<file path="config.mk">
export PLATFORM = sky130hd
export DESIGN_NAME = pipeline_hazard_ctrl_flat
export DESIGN_NICKNAME = d
export VERILOG_FILES = /design/src/rtl/pipeline_hazard_ctrl_if.sv /design/src/rtl/pipeline_hazard_ctrl.sv /design/src/flat_wrapper.sv
export SDC_FILE = /design/constraint.sdc
export NUM_CORES = 1
export LEC_CHECK = 0
export CAP_MARGIN = 20
export CORE_ASPECT_RATIO = 1.5
export CORE_MARGIN = 2
export CORE_UTILIZATION = 45
export CTS_BUF_LIST = sky130_fd_sc_hd__clkbuf_4 sky130_fd_sc_hd__clkbuf_8 sky130_fd_sc_hd__clkbuf_16
export DETAILED_ROUTE_END_ITERATION = 10
export GPL_TIMING_DRIVEN = 0
export PLACE_DENSITY = 0.77
export RECOVER_POWER = 50
export SETUP_SLACK_MARGIN = 0.05
export SLEW_MARGIN = 20
export SYNTH_ARGS = -nofsm -noshare
export SYNTH_HDL_FRONTEND = slang
export SYNTH_SLANG_ARGS = --single-unit
</file>
<file path="constraint.sdc">
create_clock -name clk -period 3.9 [get_ports clk]
set_input_delay 0.78 -clock clk [delete_from_list [all_inputs] [get_ports clk]]
set_output_delay 0.78 -clock clk [all_outputs]
set_load 0.1 [all_outputs]
</file>
<file path="src/rtl/pipeline_hazard_ctrl_if.sv">
// Purpose : bundles every hazard-control signal between the 5-stage datapath and the stall/flush controller.
// Latency : wires only; nothing is registered here.
// Backpressure: none; stalls are expressed through the PC_Write/IFtoID_Write/EXtoMEM_Hold enables.
// Ports   : master = controller (drives enables, PCSrc, dmem_req, status); slave = datapath side.
interface pipeline_hazard_ctrl_if #(
    parameter int CNT_W = 16
);
    // Hazard sources from the datapath
    logic [4:0]       ID_Rs;
    logic [4:0]       ID_Rt;
    logic             EX_MemRead;
    logic [4:0]       EX_WriteReg;
    logic             MEM_Branch;
    logic             MEM_zero;
    logic             MEM_Jump;
    logic             MEM_MemRead;
    logic             MEM_MemWrite;
    logic             dmem_ready;

    // Pipeline sequencing controls
    logic             PC_Write;
    logic             IFtoID_Write;
    logic             IFtoID_Flush;
    logic             IDtoEX_Bubble;
    logic             EXtoMEM_Hold;
    logic             EXtoMEM_Bubble;
    logic             MEMtoWB_Bubble;
    logic [1:0]       PCSrc;
    logic             dmem_req;
    logic             mem_error;
    logic [CNT_W-1:0] stall_cycles;

    modport master (
        input  ID_Rs, ID_Rt, EX_MemRead, EX_WriteReg,
        input  MEM_Branch, MEM_zero, MEM_Jump, MEM_MemRead, MEM_MemWrite, dmem_ready,
        output PC_Write, IFtoID_Write, IFtoID_Flush, IDtoEX_Bubble,
        output EXtoMEM_Hold, EXtoMEM_Bubble, MEMtoWB_Bubble, PCSrc,
        output dmem_req, mem_error, stall_cycles
    );

    modport slave (
        output ID_Rs, ID_Rt, EX_MemRead, EX_WriteReg,
        output MEM_Branch, MEM_zero, MEM_Jump, MEM_MemRead, MEM_MemWrite, dmem_ready,
        input  PC_Write, IFtoID_Write, IFtoID_Flush, IDtoEX_Bubble,
        input  EXtoMEM_Hold, EXtoMEM_Bubble, MEMtoWB_Bubble, PCSrc,
        input  dmem_req, mem_error, stall_cycles
    );
endinterface

</file>
<file path="src/rtl/pipeline_hazard_ctrl.sv">
// Purpose : stall/flush controller for the 5-stage MIPS pipeline (load-use, branch/jump, multi-cycle dmem wait).
// Latency : all controls combinational from current state and inputs; FSM/counters update on posedge clk.
// Backpressure: dmem not ready freezes the whole pipe; timeout lands in a sticky ERROR freeze left only by reset.
// Ports   : clk, rst (async active-low), hz (pipeline_hazard_ctrl_if.master: hazard inputs in, enables/status out).
module pipeline_hazard_ctrl #(
    parameter int MEM_TIMEOUT = 15,
    parameter int CNT_W       = 16
) (
    input  logic                   clk,
    input  logic                   rst,
    pipeline_hazard_ctrl_if.master hz
);

    typedef enum logic [1:0] {
        S_RUN      = 2'd0,
        S_MEM_WAIT = 2'd1,
        S_ERROR    = 2'd2
    } state_e;

    localparam logic [7:0]       TIMEOUT = 8'(MEM_TIMEOUT);
    localparam logic [CNT_W-1:0] CNT_ONE = {{(CNT_W-1){1'b0}}, 1'b1};

    state_e           state_q, state_d;
    logic [7:0]       wait_cnt_q, wait_cnt_d;
    logic             mem_error_q, mem_error_d;
    logic [CNT_W-1:0] stall_q, stall_d;

    logic mem_access;
    logic req;
    logic freeze;
    logic taken;
    logic redirect;
    logic load_use;

    // Hazard decode shared by next-state and output logic
    always_comb begin
        mem_access = hz.MEM_MemRead | hz.MEM_MemWrite;
        req        = mem_access & (state_q != S_ERROR);
        // ERROR behaves as a permanent freeze without a memory request
        freeze     = (req & ~hz.dmem_ready) | (state_q == S_ERROR);
        taken      = hz.MEM_Branch & hz.MEM_zero;
        redirect   = taken | hz.MEM_Jump;
        load_use   = hz.EX_MemRead & (hz.EX_WriteReg != 5'd0) &
                     ((hz.EX_WriteReg == hz.ID_Rs) | (hz.EX_WriteReg == hz.ID_Rt));
    end

    // State register
    always_ff @(posedge clk or negedge rst) begin
        if (!rst) begin
            state_q     <= S_RUN;
            wait_cnt_q  <= 8'd0;
            mem_error_q <= 1'b0;
            stall_q     <= '0;
        end else begin
            state_q     <= state_d;
            wait_cnt_q  <= wait_cnt_d;
            mem_error_q <= mem_error_d;
            stall_q     <= stall_d;
        end
    end

    // Next-state logic
    always_comb begin
        state_d     = state_q;
        wait_cnt_d  = wait_cnt_q;
        mem_error_d = mem_error_q;
        stall_d     = stall_q;

        // Full-freeze cycles only; saturate rather than wrap
        if (freeze && (stall_q != {CNT_W{1'b1}})) begin
            stall_d = stall_q + CNT_ONE;
        end

        case (state_q)
            S_RUN: begin
                if (freeze) begin
                    state_d    = S_MEM_WAIT;
                    wait_cnt_d = 8'd1;
                end
            end
            S_MEM_WAIT: begin
                if (!freeze) begin
                    // Access completed (or request withdrawn): resolve normally this cycle
                    state_d    = S_RUN;
                    wait_cnt_d = 8'd0;
                end else if (wait_cnt_q >= TIMEOUT) begin
                    state_d     = S_ERROR;
                    mem_error_d = 1'b1;
                end else begin
                    wait_cnt_d = wait_cnt_q + 8'd1;
                end
            end
            S_ERROR: begin
                mem_error_d = 1'b1;
            end
            default: begin
                state_d    = S_RUN;
                wait_cnt_d = 8'd0;
            end
        endcase
    end

    // Output logic
    always_comb begin
        hz.PC_Write       = 1'b1;
        hz.IFtoID_Write   = 1'b1;
        hz.IFtoID_Flush   = 1'b0;
        hz.IDtoEX_Bubble  = 1'b0;
        hz.EXtoMEM_Hold   = 1'b0;
        hz.EXtoMEM_Bubble = 1'b0;
        hz.MEMtoWB_Bubble = 1'b0;
        hz.PCSrc          = 2'b00;
        hz.dmem_req       = req;

        if (!rst) begin
            // Asynchronous override: pipe disabled and drained while reset is held
            hz.PC_Write       = 1'b0;
            hz.IFtoID_Write   = 1'b0;
            hz.IFtoID_Flush   = 1'b1;
            hz.IDtoEX_Bubble  = 1'b1;
            hz.EXtoMEM_Bubble = 1'b1;
            hz.MEMtoWB_Bubble = 1'b1;
            hz.dmem_req       = 1'b0;
        end else if (freeze) begin
            // Branch/jump in MEM is deliberately left unresolved until the access completes
            hz.PC_Write       = 1'b0;
            hz.IFtoID_Write   = 1'b0;
            hz.EXtoMEM_Hold   = 1'b1;
            hz.MEMtoWB_Bubble = 1'b1;
        end else if (redirect) begin
            hz.PCSrc          = hz.MEM_Jump ? 2'b10 : 2'b01;
            hz.IFtoID_Flush   = 1'b1;
            hz.IDtoEX_Bubble  = 1'b1;
            hz.EXtoMEM_Bubble = 1'b1;
        end else if (load_use) begin
            hz.PC_Write       = 1'b0;
            hz.IFtoID_Write   = 1'b0;
            hz.IDtoEX_Bubble  = 1'b1;
        end
    end

    assign hz.mem_error    = mem_error_q;
    assign hz.stall_cycles = stall_q;

endmodule
</file>
<file path="src/flat_wrapper.sv">
// flat-port wrapper written by rule: the top's interface ports become plain ports
module pipeline_hazard_ctrl_flat 
#(
    parameter int MEM_TIMEOUT = 15,
    parameter int CNT_W       = 16
)
  (clk, rst, hz_ID_Rs, hz_ID_Rt, hz_EX_MemRead, hz_EX_WriteReg, hz_MEM_Branch, hz_MEM_zero, hz_MEM_Jump, hz_MEM_MemRead, hz_MEM_MemWrite, hz_dmem_ready, hz_PC_Write, hz_IFtoID_Write, hz_IFtoID_Flush, hz_IDtoEX_Bubble, hz_EXtoMEM_Hold, hz_EXtoMEM_Bubble, hz_MEMtoWB_Bubble, hz_PCSrc, hz_dmem_req, hz_mem_error, hz_stall_cycles);
  pipeline_hazard_ctrl_if #(.CNT_W(CNT_W)) hz_i ();
  input  logic clk;
  input  logic rst;
  input wire logic [$bits(hz_i.ID_Rs)-1:0] hz_ID_Rs;
  input wire logic [$bits(hz_i.ID_Rt)-1:0] hz_ID_Rt;
  input wire logic [$bits(hz_i.EX_MemRead)-1:0] hz_EX_MemRead;
  input wire logic [$bits(hz_i.EX_WriteReg)-1:0] hz_EX_WriteReg;
  input wire logic [$bits(hz_i.MEM_Branch)-1:0] hz_MEM_Branch;
  input wire logic [$bits(hz_i.MEM_zero)-1:0] hz_MEM_zero;
  input wire logic [$bits(hz_i.MEM_Jump)-1:0] hz_MEM_Jump;
  input wire logic [$bits(hz_i.MEM_MemRead)-1:0] hz_MEM_MemRead;
  input wire logic [$bits(hz_i.MEM_MemWrite)-1:0] hz_MEM_MemWrite;
  input wire logic [$bits(hz_i.dmem_ready)-1:0] hz_dmem_ready;
  output wire logic [$bits(hz_i.PC_Write)-1:0] hz_PC_Write;
  output wire logic [$bits(hz_i.IFtoID_Write)-1:0] hz_IFtoID_Write;
  output wire logic [$bits(hz_i.IFtoID_Flush)-1:0] hz_IFtoID_Flush;
  output wire logic [$bits(hz_i.IDtoEX_Bubble)-1:0] hz_IDtoEX_Bubble;
  output wire logic [$bits(hz_i.EXtoMEM_Hold)-1:0] hz_EXtoMEM_Hold;
  output wire logic [$bits(hz_i.EXtoMEM_Bubble)-1:0] hz_EXtoMEM_Bubble;
  output wire logic [$bits(hz_i.MEMtoWB_Bubble)-1:0] hz_MEMtoWB_Bubble;
  output wire logic [$bits(hz_i.PCSrc)-1:0] hz_PCSrc;
  output wire logic [$bits(hz_i.dmem_req)-1:0] hz_dmem_req;
  output wire logic [$bits(hz_i.mem_error)-1:0] hz_mem_error;
  output wire logic [$bits(hz_i.stall_cycles)-1:0] hz_stall_cycles;
  assign hz_i.ID_Rs = hz_ID_Rs;
  assign hz_i.ID_Rt = hz_ID_Rt;
  assign hz_i.EX_MemRead = hz_EX_MemRead;
  assign hz_i.EX_WriteReg = hz_EX_WriteReg;
  assign hz_i.MEM_Branch = hz_MEM_Branch;
  assign hz_i.MEM_zero = hz_MEM_zero;
  assign hz_i.MEM_Jump = hz_MEM_Jump;
  assign hz_i.MEM_MemRead = hz_MEM_MemRead;
  assign hz_i.MEM_MemWrite = hz_MEM_MemWrite;
  assign hz_i.dmem_ready = hz_dmem_ready;
  assign hz_PC_Write = hz_i.PC_Write;
  assign hz_IFtoID_Write = hz_i.IFtoID_Write;
  assign hz_IFtoID_Flush = hz_i.IFtoID_Flush;
  assign hz_IDtoEX_Bubble = hz_i.IDtoEX_Bubble;
  assign hz_EXtoMEM_Hold = hz_i.EXtoMEM_Hold;
  assign hz_EXtoMEM_Bubble = hz_i.EXtoMEM_Bubble;
  assign hz_MEMtoWB_Bubble = hz_i.MEMtoWB_Bubble;
  assign hz_PCSrc = hz_i.PCSrc;
  assign hz_dmem_req = hz_i.dmem_req;
  assign hz_mem_error = hz_i.mem_error;
  assign hz_stall_cycles = hz_i.stall_cycles;
  pipeline_hazard_ctrl #(.MEM_TIMEOUT(MEM_TIMEOUT), .CNT_W(CNT_W)) u_core (.clk(clk), .rst(rst), .hz(hz_i));
endmodule
</file>
# Word-level counts from Yosys, hierarchy flattened
# Index checks and enable logic that the tools add are counted.
[classes]
n_mux = 30
n_addsub = 2
div_mod_pow = 0
n_reduce_logical = 7
n_shift = 0
n_eq_ne = 11
n_bitwise = 11
mul = 0
order_cmp = 1
[op_table]
columns = ["cell", "count"]
rows = [
  ["$mux 8", 3],
  ["$pmux 8 s3", 1],
  ["$mux 1", 17],
  ["$add 16x1->16 const B", 1],
  ["$ne 16x16->1 const B", 1],
  ["$mux 2", 7],
  ["$eq 5x5->1", 2],
  ["$reduce_and 3->1", 3],
  ["$add 8x1->8 const B", 1],
  ["$ge 8x4->1 const B", 1],
  ["$ne 2x1->1 const B", 3],
  ["$ne 3x3->1 const B", 2],
  ["$pmux 2 s3", 1],
  ["$and 1x1->1", 5],
  ["$reduce_bool 5->1", 1],
  ["$or 1x1->1", 4],
  ["$eq 2x1->1 const B", 1],
  ["$eq 2x2->1 const B", 1],
  ["$logic_not 2->1", 1],
  ["$ne 2x2->1 const B", 1],
  ["$not 1->1", 2],
  ["$pmux 1 s2", 1],
  ["$reduce_bool 2->1", 1],
  ["$logic_and 1x1->1", 1],
]
[word_totals]
latchBits = 0
rom_bits = 0
output_inout_bits = 27
n_memories = 0
ramBits = 0
ff_bits = 27
elab_cells = 66
inputBits = 24

# Logic depth before layout (Yosys ltp)
# Gate-level depths: netlist of the first run.
[logic_depth]
depth_word = 7
ltp_mapped = 8
ltp_nobuf = 6

# Least setup slack after synthesis of the first run
# OpenSTA, ideal clock, no wires.
[synth_path]
kind = "in2out"
startpoint = "input hz_MEM_MemWrite"
endpoint = "output hz_PC_Write"
path_buffers = 2
slack_ns = -1.300
path_stages = 6
t_arrival_ns = 4.420
t_required_ns = 3.120
path_cell_list = "o21ba_2 > nor2_2 > clkbuf_1 > nand2_1 > a31oi_1 > buf_4"
[synth_between]
elab_chain_cells = 6
[synth_lines]
columns = ["element", "line", "rtl"]
rows = [
  ["from (decl)", "flat_wrapper.sv:19", "input wire logic [$bits(hz_i.MEM_MemWrite)-1:0] hz_MEM_MemWrite;"],
  ["$or 1x1->1", "pipeline_hazard_ctrl.sv:37", "mem_access = hz.MEM_MemRead | hz.MEM_MemWrite;"],
  ["$and 1x1->1", "pipeline_hazard_ctrl.sv:38", "req = mem_access & (state_q != S_ERROR);"],
  ["$and 1x1->1", "pipeline_hazard_ctrl.sv:40", "freeze = (req & ~hz.dmem_ready) | (state_q == S_ERROR);"],
  ["$or 1x1->1", "pipeline_hazard_ctrl.sv:40", ""],
  ["$mux 1 (2 in series)", "n/a", ""],
  ["to (decl)", "flat_wrapper.sv:21", "output wire logic [$bits(hz_i.PC_Write)-1:0] hz_PC_Write;"],
]
# Every way passes these cells.

# Worst setup path after layout of the first run
[layout_path]
startpoint = "input hz_MEM_MemWrite"
endpoint = "output hz_EXtoMEM_Bubble"
[layout_between]
elab_chain_cells = 6
[layout_lines]
columns = ["element", "line", "rtl"]
rows = [
  ["$or 1x1->1", "pipeline_hazard_ctrl.sv:37", ""],
  ["$and 1x1->1", "pipeline_hazard_ctrl.sv:38", ""],
  ["$and 1x1->1", "pipeline_hazard_ctrl.sv:40", ""],
  ["$or 1x1->1", "pipeline_hazard_ctrl.sv:40", ""],
  ["$mux 1", "pipeline_hazard_ctrl.sv:124", "end else if (freeze) begin"],
  ["$mux 1", "pipeline_hazard_ctrl.sv:115", "if (!rst) begin"],
  ["to (decl)", "flat_wrapper.sv:26", "output wire logic [$bits(hz_i.EXtoMEM_Bubble)-1:0] hz_EXtoMEM_Bubble;"],
]
# Every way passes these cells.

==> results of run 1 <==
kinds of logic after synthesis:
kind of cell | Yosys count | synth area share, %
AO/OA/AOI/OAI | 33 | 14.4
adder cells (fa/ha/maj) | 5 | 3.88
AND/OR/NAND/NOR | 56 | 22.0
XOR/XNOR | 23 | 12.5
buffers and inverters | 10 | 3.02
flip-flops | 27 | 41.9
multiplexers | 3 | 2.33
cell usage in the layout (no fill, tap or decap), drive strengths merged:
cell	Yosys	layout
dlymetal6s2s	0	1
nand3	8	8
clkbuf	1	5
nor3	5	5
a21o	2	2
nor4	5	5
nor2	5	5
clkdlybuf4s50	0	41
nand4	3	3
a311oi	1	1
o21a	1	1
and2	5	5
or4	2	2
mux2	3	3
a2111o	1	1
o21bai	1	1
dfrtp	27	27
a31oi	5	5
o21ba	1	1
a211o	1	1
o22ai	3	3
xnor2	10	10
nor3b	3	3
inv	6	6
nand2	12	12
xor2	13	13
buf	3	7
dlygate4sd2	0	2
o21ai	5	5
ha	5	5
a21oi	4	4
a41oi	3	3
clkdlybuf4s15	0	2
nor2b	2	2
and3	3	3
a31o	1	1
o211ai	1	1
o31ai	2	2
o211a	1	1
nor4b	3	3
worst paths after layout:
kind                            cells after the start  slack [ns]                                     end
worst max-delay path                                4        0.15                       hz_EXtoMEM_Bubble
worst min-delay path                                1        0.46         u_core.hz.mem_error$_DFFE_PN0P_
worst max register to register                      4        1.86        u_core.wait_cnt_q[1]$_DFFE_PN0P_
worst min register to register                      1        0.46         u_core.hz.mem_error$_DFFE_PN0P_
max in group asynchronous                           1        2.91           u_core.state_q[0]$_DFFE_PN0P_
min in group asynchronous                           1        0.53  u_core.hz.stall_cycles[14]$_DFFE_PN0P_
cell type report:
cell class / count / share of cell area (%)
Buffer: 4 / 1.23
Clock buffer: 4 / 2.18
Inverter: 6 / 1.01
Multi-Input combinational cell: 120 / 41.4
Sequential cell: 27 / 30.2
Tap cell: 42 / 2.35
Timing Repair Buffer: 50 / 21.7
worst max-delay path, delay by kind of cell:
| family | cells | cell delay, ns |
|---|---|---|
| AO/OA/AOI/OAI | 2 | 0.56 |
| buffers and inverters | 2 | 1.62 |
power groups by stage:
stage | logic, mW | clock network [mW] | registers (mW)
after global placement | 0.622 | 0 | 0.403
after CTS | 0.634 | 0.172 | 0.402
after floorplan | 0.216 | 0 | 0.655
after global routing | 0.666 | 0.185 | 0.414
final | 0.631 | 0.169 | 0.403
after detailed placement | 0.634 | 0 | 0.409
through the flow:
| stage | setup TNS, ns | worst slack [ns] |
|---|---|---|
| after floorplan | 0 | 0.0521 |
| after global placement | -5.72 | -0.833 |
| after detailed placement | -2.89 | -0.655 |
| after CTS | 0 | 0.0581 |
| after global routing | 0 | 0.103 |
| final | 0 | 0.151 |
Yosys cell counts, types with 2 or more instances:
cell / n
dfrtp_1: 27
xor2_1: 13
nand2_1: 12
xnor2_1: 10
nand3_1: 8
inv_1: 6
a31oi_1: 5
and2_1: 5
ha_1: 5
o21ai_0: 5
a21oi_1: 4
nor3_1: 4
a41oi_1: 3
and3_1: 3
buf_4: 3
nor2_1: 3
nor3b_1: 3
nor4_2: 3
nor4b_1: 3
o22ai_1: 3
a21o_1: 2
mux2_2: 2
nor2_2: 2
nor2b_1: 2
nor4_1: 2
o31ai_1: 2
or4_1: 2
sequential cells by signal, summed over array words and instances (netlist names):
name / flops
u_core.state_q: 2
u_core.hz.stall_cycles: 16
u_core.wait_cnt_q: 8
u_core.hz.mem_error: 1
timing repair:
item / in CTS / in global routing
pin swaps: 0 / 0
gates resized for setup: 22 / 3
setup endpoints to repair: 7 / 7
layer usage:
| layer | routed length, um | vias to the layer above | part of all wire [%] | track usage [%] |
|---|---|---|---|---|
| met2 | 2120 | 59 | 52 | 37.6 |
| met5 | 0 | - | 0 | 0 |
| li1 | - | 681 | - | - |
| met4 | 83 | 0 | 2.0 | 9.49 |
| met1 | 1590 | 709 | 39 | 23.1 |
| met3 | 300 | 7 | 7.3 | 5.00 |
==> impl_metrics.py, run 1 <==
metrics = {
    "outcome": {
        "status": "finished, final reports clean",
    },
    "floorplanning": {
        "ios": 51,
        "core_um2": 3420,
        "die_width_um": 52.9,
        "die_h_um": 77.4,
        "start_util_pct": 47.3,
        "row_count": 26,
        "die_area_um2": 4090,
    },
    "critical_path": {
        "critPathMostFrequentCell": "clkdlybuf4s50_1",
        "start_kind": "input pin",
        "worstSetupPathType": "in -> out",
        "worstPathRequired_ns": 3.12,
        "crit_path_top_delay_cell": "clkdlybuf4s50_1",
        "worst_path_largest_cell_delay_ns": 1.17,
        "cp_cell_sequence": "clkdlybuf4s50_1, o21ba_2, o31ai_4, clkdlybuf4s50_1",
        "r2r_start": "u_core.wait_cnt_q[4]$_DFFE_PN0P_",
        "worstPathMaxFanout": 5,
        "startpoint": "hz_MEM_MemWrite",
        "end_kind": "output port",
        "arrival_ns": 2.97,
    },
    "synth": {
        "yosysWarnings": 0,
        "synth_area_leaders": "dfrtp_1 42%, xor2_1 7.1%, xnor2_1 5.4%, ha_1 3.9%, nand2_1 2.8%",
        "synthCells": 157,
        "syn-num-nets": 186,
        "synth-edff-count": 0,
        "synthFlopType": "dfrtp_1",
        "synth.distinct_cells": 42,
        "synth_largest_area_cell": "dfrtp_1",
        "avgSynthCellArea_um2": 10.3,
        "synth-async-reset-ratio_pct": 100,
        "synth_top_area_share_pct": 41.9,
        "syn_area_um2": 1610,
        "yosysSeqAreaShare_pct": 41.9,
        "ys_seq_elements": 27,
    },
    "timing": {
        "fin_skew_ns": 0.00757,
        "slew_violations": 0,
        "worst_pin_slew_ns": 0.993,
        "min_period_ns": 3.75,
        "finalHoldViolCount": 0,
        "whs_ns": 0.465,
        "slew-limit-headroom_pct": 33.2,
        "fmaxAchievable_mhz": 267,
        "timing.final.crit_share_pct": 96.1,
        "rsz0062_at_grt": "no",
        "setup_violations": 0,
    },
    "finish": {
        "nNetsFinal": 241,
        "layout-drive-gt1-share_pct": 14.7,
        "fillers": 280,
        "final-seq-area_um2": 676,
        "area.growth.synth_to_final_pct": 38.7,
        "diodes": 0,
        "multi_input_area_um2": 926,
        "final_util_pct": 65.5,
        "finalInstanceArea_um2": 2240,
        "final-instance-count-excl-fill": 253,
    },
    "min_path": {
        "hp-class": "reg -> reg",
        "holdCritStartpoint": "u_core.hz.mem_error$_DFFE_PN0P_",
    },
    "clock_network": {
        "cts_max_path_buffers": 2,
        "cts_hold_buf": 0,
        "path_clk_slew_ns": 0.09,
        "cts_sinks": 27,
        "htreeDepth": 1,
        "post_cts_buffers": 0,
        "cts_tree": "done",
        "insertion_delay_ns": 0.28,
        "cts-root-buf": "clkbuf_8",
        "cts_buffers": 3,
    },
    "pwr": {
        "p_clk_share_pct": 14.1,
        "power.leakage_nw": 0.920,
        "total_power_mw": 1.20,
        "powerDensity_nw_per_um2": 538,
        "switching_share_pct": 50.7,
        "p_switching_mw": 0.610,
        "comb_power_share_pct": 52.4,
        "power.internal_mw": 0.594,
        "p_seq_share_pct": 33.5,
        "vdd.ir_drop.worst_mv": 0.424,
    },
    "detailed_routing": {
        "drt-initial-drc-count": 24,
        "drc": 0,
        "drt-total-wl_mm": 4.09,
        "avgViaCountPerCell": 5.75,
        "drtAntennaViolNets": 0,
        "num_vias": 1456,
        "dr.pass1.iters": 4,
        "wl_per_cell_um": 16.2,
    },
    "global_routing": {
        "grt_pass1_wl_mm": 6.53,
        "grt_use_total_pct": 21.3,
        "grt_start_max_net_pins": 33,
        "grt_antenna_before_repair": 0,
        "grt_pass1_vias": 1510,
        "overflow": 0,
    },
    "placed_design": {
        "place_inst": 249,
        "gp_congestion": 0.863,
        "numPortBuffers": 50,
        "placedInstanceArea_um2": 2200,
        "dpl.hpwl_mm": 3.12,
    },
    "run": {
        "drv_cap": 0,
    },
}
Note: power is estimated with default switching activity, not from simulation.
==> run 2: changes to the inputs <==
--- a/config.mk
+++ b/config.mk
@@ -5,6 +5,7 @@
 export SDC_FILE = /design/constraint.sdc
 export NUM_CORES = 1
 export LEC_CHECK = 0
+export ABC_AREA = 1
 export CAP_MARGIN = 20
 export CORE_ASPECT_RATIO = 1.5
 export CORE_MARGIN = 2
@@ -12,8 +13,7 @@
 export CTS_BUF_LIST = sky130_fd_sc_hd__clkbuf_4 sky130_fd_sc_hd__clkbuf_8 sky130_fd_sc_hd__clkbuf_16
 export DETAILED_ROUTE_END_ITERATION = 10
 export GPL_TIMING_DRIVEN = 0
-export PLACE_DENSITY = 0.77
-export RECOVER_POWER = 50
+export PLACE_DENSITY = 0.75
 export SETUP_SLACK_MARGIN = 0.05
 export SLEW_MARGIN = 20
 export SYNTH_ARGS = -nofsm -noshare
==> run 2 against run 1 <==
First-iteration DRC count rose by 120%. Clock-buffer cell count fell by 1. Via count rose by 22%. Sequential share of layout area fell by 2.6 points. Largest power group unchanged. Highest routed layer unchanged.
==> impl_metrics.py, run 2 <==
metrics = {
    "synth": {
        "synthCells": 265,
        "synth_top_family_by_area": "simple AND/OR/NAND/NOR gates",
        "synth.distinct_cells": 27,
        "syn-num-nets": 294,
        "synth_largest_area_cell": "dfrtp_1",
        "synth_area_leaders": "dfrtp_1 37%, nand2_1 17%, inv_1 9.4%, nor2_1 6.1%, o21ai_0 4.4%",
        "synth-async-reset-ratio_pct": 100,
        "synth_top_area_share_pct": 36.9,
        "synthTopCellsByCount": "85 x nand2_1, 46 x inv_1, 30 x nor2_1",
        "synth_xor_area_share_pct": 6.21,
        "syn_area_um2": 1830,
        "synth_compound_area_share_pct": 5.80,
        "synthAdderAreaFrac_pct": 3.41,
        "yosysSeqAreaShare_pct": 36.9,
        "ys_seq_elements": 27,
        "synthSimpleGateAreaFrac_pct": 35.6,
        "synth-edff-count": 0,
        "synthFlopType": "dfrtp_1",
        "yosysWarnings": 0,
        "synthMostInstantiatedCell": "nand2_1",
        "synth_mux_area_share_pct": 0,
        "avgSynthCellArea_um2": 6.92,
    },
    "finish": {
        "layout-drive-gt1-share_pct": 7.21,
        "fillers": 391,
        "final_cell_mix": "85 x nand2_1, 46 x inv_1, 43 x clkdlybuf4s50_1",
        "largest_register_ffs": 16,
        "final_common_cell": "nand2_1",
        "area.growth.synth_to_final_pct": 33.4,
        "diodes": 0,
        "nNetsFinal": 349,
    },
    "floorplanning": {
        "die_width_um": 56.1,
        "start_util_pct": 46.7,
        "die_h_um": 82.2,
        "row_count": 28,
        "die_area_um2": 4610,
        "ios": 51,
        "core_um2": 3920,
    },
    "clock_network": {
        "cts_sinks": 27,
        "cts_tree": "done",
        "cts_max_path_buffers": 2,
        "htreeDepth": 1,
        "post_cts_buffers": 0,
        "cts_buffers": 3,
        "path_clk_slew_ns": 0.09,
        "cts_hold_buf": 0,
        "cts-root-buf": "clkbuf_8",
        "insertion_delay_ns": 0.28,
    },
    "timing": {
        "slew-limit-headroom_pct": 34.9,
        "finalHoldViolCount": 0,
        "rsz0062_at_grt": "no",
        "whs_ns": 0.466,
        "slew_violations": 0,
        "timing.final.crit_share_pct": 94.7,
        "fin_skew_ns": 0.00929,
        "worst_pin_slew_ns": 0.975,
        "fin_setup_tns_ns": 0,
        "min_period_ns": 3.69,
        "fmaxAchievable_mhz": 271,
        "setup_violations": 0,
    },
    "run": {
        "drv_cap": 0,
    },
    "global_routing": {
        "grt_pass1_wl_mm": 7.16,
        "grt_pass1_vias": 1677,
        "grt_antenna_before_repair": 0,
        "overflow": 0,
        "grt_use_total_pct": 19.6,
        "grt_start_max_net_pins": 30,
    },
    "placed_design": {
        "dpl.hpwl_mm": 3.16,
        "numPortBuffers": 50,
        "gp_congestion": 0.884,
    },
    "critical_path": {
        "worstSetupPathType": "in -> out",
        "ff2ff_setup_slack_ns": 2.24,
        "arrival_ns": 2.91,
        "end_kind": "output port",
        "reg2reg_to": "u_core.hz.stall_cycles[7]$_DFFE_PN0P_",
        "r2r_start": "u_core.hz.stall_cycles[1]$_DFFE_PN0P_",
        "start_kind": "input pin",
        "cp_top_family": "buffers and inverters",
        "worst_path_largest_cell_delay_ns": 1.12,
        "worstPathMaxFanout": 7,
        "r2r_cells": 9,
        "worstPathRequired_ns": 3.12,
        "crit_path_top_delay_cell": "clkdlybuf4s50_1",
        "worst-path-buf-inv": 3,
        "critPathMostFrequentCell": "clkdlybuf4s50_1",
        "cp_cell_sequence": "clkdlybuf4s50_1, nor2_1, nor2_2, nor2_4, a21oi_1, inv_1, clkdlybuf4s50_1",
    },
    "pwr": {
        "power.leakage_nw": 1.24,
        "power.internal_mw": 0.550,
        "p_seq_share_pct": 34.4,
        "p_clk_share_pct": 14.3,
        "powerDensity_nw_per_um2": 456,
        "comb_power_share_pct": 51.2,
        "p_switching_mw": 0.567,
        "switching_share_pct": 50.7,
        "vdd.ir_drop.worst_mv": 0.573,
    },
    "detailed_routing": {
        "drt-total-wl_mm": 4.12,
        "dr.pass1.iters": 4,
        "drt-initial-drc-count": 52,
        "drc": 0,
        "drtAntennaViolNets": 0,
        "wl_per_cell_um": 11.3,
        "num_vias": 1775,
        "avgViaCountPerCell": 4.88,
    },
    "min_path": {
        "whs_endpoint": "u_core.hz.mem_error$_DFFE_PN0P_",
        "holdCritStartpoint": "u_core.hz.mem_error$_DFFE_PN0P_",
        "worst_hold_path.num_cells": 1,
        "hp-class": "reg -> reg",
    },
    "outcome": {
        "status": "finished, final reports clean",
    },
}
run 2: cell types whose count changed after synthesis, sizes merged, moves of 6 or more:
cell,before,now
nor2,5,33
nand2,12,87
nand3,8,17
inv,6,48
o21ai,5,17
xor2,13,7
run 2: layer usage:
layer  vias up  part of all wire, %  global-route usage [%]
met5         -                    0                       0
met4         0                  2.6                    9.29
met3        10                  5.2                    2.80
met2        50                   51                    36.5
met1       803                   41                    22.0
li1        912                    -                       -
run 2: final cells by class:
type / instances / area, um^2 / area share, %
buffer: 4 / 40.0 / 1.64
timing repair buffer: 50 / 500 / 20.5
sequential: 27 / 676 / 27.6
multi-input combinational: 186 / 942 / 38.5
tap: 45 / 56.3 / 2.30
inverter: 48 / 183 / 7.47
clock buffer: 3 / 41.3 / 1.69
clock inverter: 1 / 7.51 / 0.307
run 2: power groups by stage:
| stage | combinational (mW) | clock, mW | sequential [mW] |
|---|---|---|---|
| after floorplan | 0.211 | 0 | 0.598 |
| after global placement | 0.569 | 0 | 0.387 |
| after detailed placement | 0.574 | 0 | 0.389 |
| after CTS | 0.575 | 0.165 | 0.384 |
| after global routing | 0.614 | 0.177 | 0.391 |
| final | 0.572 | 0.160 | 0.384 |
run 2: logic make-up (layout without fill, tap and decap cells):
| group | count (synthesis) | count (layout) |
|---|---|---|
| fa+ha+maj | 5 | 5 |
| flops | 27 | 27 |
| xor+xnor | 13 | 13 |
| compound gates | 20 | 20 |
| simple gates | 148 | 148 |
| buf+inv | 52 | 106 |
run 2: timing repair:
item / CTS / global route
endpoints found under the setup margin: 3 / 4
gates cloned: 0 / 0
resized for setup: 3 / 4
endpoints found under the hold margin: 0 / 0
run 2: through the flow:
| step | cells | setup WS [ns] | power [mW] | util [%] | cell area (um^2) |
|---|---|---|---|---|---|
| final | 364 | 0.208 | 1.12 | 62.3 | 2450 |
| after CTS | 364 | 0.0761 | 1.12 | 62.1 | 2440 |
| after detailed placement | 360 | -0.0633 | 0.963 | 61.0 | 2390 |
| after global routing | 364 | 0.0529 | 1.18 | 62.3 | 2450 |
| after floorplan | 265 | -0.0443 | 0.809 | - | 1840 |
| after global placement | 360 | -0.821 | 0.956 | 61.1 | 2400 |
run 2: worst max path at each step:
stage	startpoint	end	slack (ns)	depth (start not counted)
2_1_floorplan	hz_MEM_MemWrite	hz_PCSrc[0]	-0.04	5
3_3_place_gp	rst	hz_PC_Write	-0.82	7
3_5_place_dp	hz_MEM_MemRead	hz_PC_Write	-0.06	10
4_1_cts	hz_MEM_MemRead	hz_PCSrc[1]	0.08	7
5_1_grt	hz_MEM_MemRead	hz_EXtoMEM_Bubble	0.05	7
6_report	hz_MEM_MemWrite	hz_EXtoMEM_Bubble	0.21	7
run 2: worst register-to-register path, cell delays in order (launching register included):
cell	delay [ns]
dfrtp_1	0.43
ha_1	0.23
nand3_2	0.16
nor2_4	0.17
nand3_2	0.09
nand2_4	0.14
inv_4	0.06
buf_6	0.14
nand3_1	0.07
nand2_1	0.05
